## src/rtl/cz80_chk_fifo.sv

```systemverilog
// Synchronous FIFO used as the mismatch log of the lockstep checker.
// Pointers carry one extra wrap bit so full and empty are told apart
// without a separate occupancy counter. The head entry is presented
// combinationally from storage and forced to zero while empty, so the
// log outputs never show stale data.
module cz80_chk_fifo #(
    parameter int DATA_W    = 8,
    parameter int LOG_DEPTH = 3
) (
    input  logic              clk,
    input  logic              reset_n,
    input  logic              clear,
    input  logic              push,
    input  logic [DATA_W-1:0] push_data,
    input  logic              pop,
    output logic              full,
    output logic              empty,
    output logic [DATA_W-1:0] head
);

    localparam int DEPTH = 1 << LOG_DEPTH;

    logic [DATA_W-1:0]  mem [DEPTH];
    logic [LOG_DEPTH:0] wr_ptr;
    logic [LOG_DEPTH:0] rd_ptr;
    logic               do_push;
    logic               do_pop;

    assign empty = (wr_ptr == rd_ptr);
    assign full  = (wr_ptr[LOG_DEPTH] != rd_ptr[LOG_DEPTH]) &&
                   (wr_ptr[LOG_DEPTH-1:0] == rd_ptr[LOG_DEPTH-1:0]);

    // A pop on an empty FIFO is ignored; a push into a full FIFO is only
    // accepted when a pop frees the head slot in the same cycle.
    assign do_pop  = pop && !empty;
    assign do_push = push && !clear && (!full || do_pop);

    // Pointer update; clear empties the FIFO and overrides push/pop.
    always_ff @(posedge clk or negedge reset_n) begin
        if (!reset_n) begin
            wr_ptr <= '0;
            rd_ptr <= '0;
        end else if (clear) begin
            wr_ptr <= '0;
            rd_ptr <= '0;
        end else begin
            // NOTE: non-blocking assignments so every register samples the
            // pre-edge values; blocking here would chain updates within one edge.
            if (do_push) wr_ptr <= wr_ptr + 1'b1;
            if (do_pop)  rd_ptr <= rd_ptr + 1'b1;
        end
    end

    // Entry storage write port.
    // NOTE: storage is deliberately not reset; the pointers define which
    // entries are valid, and a resettable array would not map onto RAM.
    always_ff @(posedge clk) begin
        if (do_push) mem[wr_ptr[LOG_DEPTH-1:0]] <= push_data;
    end

    assign head = empty ? '0 : mem[rd_ptr[LOG_DEPTH-1:0]];

endmodule : cz80_chk_fifo

```

## config.mk

```make
export PLATFORM = sky130hd
export DESIGN_NAME = cz80_chk_fifo
export DESIGN_NICKNAME = d
export VERILOG_FILES = /design/src/rtl/cz80_chk_fifo.sv
export SDC_FILE = /design/constraint.sdc
export NUM_CORES = 1
export LEC_CHECK = 0
export CAP_MARGIN = 20
export CORE_ASPECT_RATIO = 0.75
export CORE_MARGIN = 2
export CORE_UTILIZATION = 42
export CTS_CLUSTER_SIZE = 24
export DETAILED_ROUTE_END_ITERATION = 10
export GPL_TIMING_DRIVEN = 0
export PLACE_DENSITY_LB_ADDON = 0.05
export SLEW_MARGIN = 20
export SYNTH_ARGS = -nofsm -noshare
export SYNTH_HDL_FRONTEND = slang
export SYNTH_SLANG_ARGS = --single-unit
```

## constraint.sdc

```tcl
create_clock -name clk -period 2.74 [get_ports clk]
set_input_delay 0.548 -clock clk [delete_from_list [all_inputs] [get_ports clk]]
set_output_delay 0.548 -clock clk [all_outputs]
set_load 0.05 [all_outputs]
```

# ---- Word level (Yosys, flattened, before mapping)
# Memory sizes are Yosys's and may differ from the RTL's.
# Cells that the tools add are included.
dict set report op_classes {
  add_sub_neg 2
  eq_ne 3
  muxes 7
  n_reduce_logical 10
}
# op count
set ops {}
lappend ops {{two-way mux 4 bit} 4}
lappend ops {{adder 4 x 1 -> 4 bit (second input constant)} 2}
lappend ops {{two-way mux 8 bit} 1}
lappend ops {{equality test 4 bit} 1}
lappend ops {{logical AND 1 bit} 4}
lappend ops {{nonzero test 2 bit} 2}
lappend ops {{equality test 3 bit} 1}
lappend ops {{logical NOT 1 bit} 3}
lappend ops {{two-way mux 1 bit} 2}
lappend ops {{logical OR 1 bit} 1}
lappend ops {{!= test 1 bit} 1}
dict set report word_totals {
  ff_bits 8
  mem_bits_rw 64
  inputBits 13
  output_inout_bits 10
  wordCells 25
  mem_count 1
}
# name depth word_bits rd rd_clocked_by_memory_dff wr line
set memory_table {}
lappend memory_table {mem 8 8 1 0 1 23} ;# logic [DATA_W-1:0] mem [DEPTH];

# ---- Depth between registers and ports, before layout
dict set report logic_depth {
  depth_word 7
  mapped_depth 6
  depth_no_buf 4
}

# ---- Worst setup path before layout
# OpenSTA, ideal clock, no wires.
dict set report synth_timing {
  path_type {register to output}
  from {reg rd_ptr[1]}
  to {out head[0]}
  arrival_ns 2.113
  required_ns 2.192
  path_slack_ns 0.079
  path_stages_with_launch 6
  path_cell_list {dfrtp_1 -> buf_6 -> xor2_2 -> or3_4 -> nor2_2 -> nor2_1}
}
dict set report synth_via {
  elab_chain_len 2
  word_cells_on_any_way 3
  classes_between {eq/ne: 1; mux: 1; memory: 1}
}
# element line
set synth_rtl {}
lappend synth_rtl {{start: declaration} 25} ;# logic [LOG_DEPTH:0] rd_ptr;
lappend synth_rtl {{start signal: assignment} 50} ;# if (do_pop) rd_ptr <= rd_ptr + 1'b1;
lappend synth_rtl {{equality test 4 bit} 29} ;# assign empty = (wr_ptr == rd_ptr);
lappend synth_rtl {{net empty} 17} ;# output logic empty,
lappend synth_rtl {{two-way mux 8 bit} 61} ;# assign head = empty ? '0 : mem[rd_ptr[LOG_DEPTH-1:0]];
lappend synth_rtl {{end: declaration} 18} ;# output logic [DATA_W-1:0] head
# The timed path passes the listed nets, and every way through them passes these cells.

# ---- Final worst setup path
dict set report layout_timing {
  from {reg rd_ptr[0]}
  to {out head[1]}
}
dict set report layout_via {
  elab_chain_len 2
  word_cells_on_any_way 3
  classes_between {eq/ne: 1; mux: 1; memory: 1}
}
# element line
set layout_rtl {}
lappend layout_rtl {{memory (8 x 8 bit) or equality test 4 bit (tied branches)} n/a}
lappend layout_rtl {{two-way mux 8 bit *} 61}
# Every way passes the cells marked *; elsewhere a longest branch is shown, timed or not.

==> impl_results.md <==
* Peak VDD IR at 0.374 mV
* Max FO, Critical Path at 10
* Hold crit path type: input port to asynchronous set/reset pin
* Post-synthesis sequential area ratio at 68.6%
* # IOs at 23
* Via density per instance at 5.37
* Worst-Skew Late Latency at 0.34 ns
* P per Cell Area at 873 mW/mm²
* CTS Buf Count at 9
* Final GP Congestion at 0.740
* # fillers at 616
* Inst Count DP at 306
* Row count at 27
* Area of the core at 0.00723 mm²
* Clock root cell: clkbuf_8
* Via count at 1739
* Clk sinks at 72
* Arr. time, crit path at 2.12 ns
* Diodes inserted at 0
* YS warnings at 0
* Routed wire per std cell at 20.0 µm
* First-pass DRT Iterations at 4
* Mean Syn Cell Area at 17.3 µm²
* Setup-failing EPs final at 0
* Synth cell types at 41
* I/O Buffers at 22
* Startpoint types: register
* Cell family with most CP delay: simple AND/OR/NAND/NOR gates
* Top post-synthesis cells by area: edfxtp_1 (62%), mux4_2 (12%), dfrtp_1 (6.5%)
* Area delta synth->final at 19.3%
* Most used DFF post-synth: edfxtp_1
* Nets at 233
* DIE WIDTH at 103 µm
* First-pass GRT wire length at 10100 µm
* Non-filler cells, final at 324
* Critical Path RT at 2.19 ns
* Final hold vios at 0
* Drt initial violations at 69
* Pre-CTS setup slack at -0.365 ns
* Detail Route Antenna Nets at 0
* Clk buf depth at 2
* Max-Slew Margin vs Limit at 26.4%
* WP buf/inv at 3
* Vias in the first global route at 1867
* Slowest cell on crit path: or3_4
* H-tree depth at 3
* Most frequent cell after synthesis: edfxtp_1
* Final Critical Period at 2.67 ns
* Max Freq at 375 MHz
* Syn nets at 194
* Clk_skew at 0.0119 ns
* CTS tree: built
* Drt drc at 0
* Starting density of the core at 42.8%
* Static leakage power at 1.23 nW
* Post-synth EDFFs at 64
* Total GRT Usage at 17.8%
* Initial antenna violation count at 0
* Placed wire-length estimate at 4320 µm
* Ys async rst share at 11.1%
* Slew @ Worst Pin at 1.10 ns
* Chip Height at 78.4 µm
* Number of synthesized register bits at 72
* Largest net degree at the start of global routing at 13
* Synth area leader: edfxtp_1
* Share of layout cells above drive strength 1 at 29.6%
* Synth cell count leaders: edfxtp_1 (64), nor2_1 (17), mux4_2 (16)
* Critical path, cell by cell: buf_6, xor2_2, or3_4, nor2_4, buf_4, nor2_1, buf_2
* Setup WS post-layout at 0.0740 ns
* RSZ-0062 raised after global routing: false
* Clk slew on worst S/H paths at 0.08 ns
* Cts hold-fix bufs at 0
* Slowest Stage Delay on Critical Path at 0.42 ns
* Area share of the largest cell type after synthesis at 62.1%
* Critical Path Sink Type: primary output
* Max cap viols at 0
* Mapped cell area at 0.00310 mm²
* Post-Route WL at 6470 µm
* Die area at 0.00808 mm²
* Mapped Cells at 179
* Status: complete, no violations
* Fin. max-slew vios at 0
* Grt total ovfl at 0
* Final period utilization at 97.3%
* Setup CP Type: register to primary output
## where the power goes
part           switching (mW)  internal (mW)  leakage (nW)
registers              0.0142           1.23         0.687
clock network           0.383          0.420        0.0872
logic                   0.723          0.451         0.458
## state kept, by name, summed over array words and instances (netlist names)
signal,count
mem,64
rd_ptr,4
wr_ptr,4
## routing by layer
layer,global-route usage (%),part of all wire (%),vias up
met5,0,0,-
met2,28.0,49,31
met4,5.53,1.5,0
met1,24.5,46,912
li1,-,-,783
met3,4.45,3.2,13
## stage by stage
stage	TNS [ns]	hold WS (ns)	power (mW)	utilization [%]	instance area (µm²)
final	0	0.501	3.23	51.1	3690
after floorplan	0	0.252	2.08	-	3100
after global routing	0	0.529	3.37	51.1	3690
after CTS	0	0.493	3.26	51.0	3690
after global placement	-23.96	0.623	2.40	47.6	3440
after detailed placement	-3.47	0.649	2.43	48.4	3500
## area by class of cell
cell class              count  area, µm²  share of cell area [%]
flip-flops and latches     72       2120                    57.5
multi-input cells          95        948                    25.7
repair buffers             28        230                    6.23
clock buffers              11        131                    3.56
well taps                 101        126                    3.42
plain buffers              10       70.1                    1.90
clock inverters             5       57.6                    1.56
inverters                   2       7.51                   0.203
## placed cells by master (no fill, tap or decap), types with 2 or more instances in the layout
| master | instances |
|---|---|
| inv_1 | 2 |
| clkbuf_8 | 9 |
| buf_2 | 11 |
| edfxtp_1 | 64 |
| nor2_1 | 17 |
| nor2b_1 | 3 |
| xor2_2 | 3 |
| clkbuf_2 | 3 |
| nand4_1 | 2 |
| nor4_2 | 3 |
| mux4_2 | 16 |
| clkdlybuf4s50_1 | 12 |
| xor2_1 | 2 |
| mux2i_1 | 9 |
| nor3b_1 | 2 |
| dfrtp_1 | 8 |
| clkbuf_1 | 4 |
| or3_1 | 2 |
| clkinvlp_4 | 2 |
| nand2_1 | 7 |
| nor3_2 | 2 |
| o21ai_0 | 2 |
| buf_4 | 6 |
| ha_1 | 2 |
| buf_6 | 2 |
| a21oi_1 | 3 |
## logic make-up (layout without fill, tap and decap cells)
family	after synthesis	count (layout)	share of synthesized area (%)
AND/OR/NAND/NOR	49	49	8.61
AO/OA/AOI/OAI	13	13	3.15
adder cells (fa/ha/maj)	2	2	0.808
buffers and inverters	12	56	2.14
XOR/XNOR	6	6	2.18
multiplexers	25	25	14.6
flip-flops	72	72	68.6
## final timing paths
check | slack, ns | end | cells past startpoint | start
setup / recovery | 0.07 | head[1] | 7 | rd_ptr[0]
setup reg to reg | 0.23 | mem[5][0] | 5 | rd_ptr[0]
hold / removal | 0.50 | rd_ptr[3] | 1 | reset_n
hold reg to reg | 0.67 | rd_ptr[1] | 3 | rd_ptr[1]
min in group clk | 0.67 | rd_ptr[1] | 3 | rd_ptr[1]
max in group asynchronous | 1.95 | wr_ptr[2] | 1 | reset_n
## repair_timing
action / in CTS / in global routing
endpoints found under the setup margin: 10 / 4
buffers inserted: 2 / 0
gates resized for setup: 52 / 4
pin swaps: 1 / 0
Power figures use the tool's default switching activity.
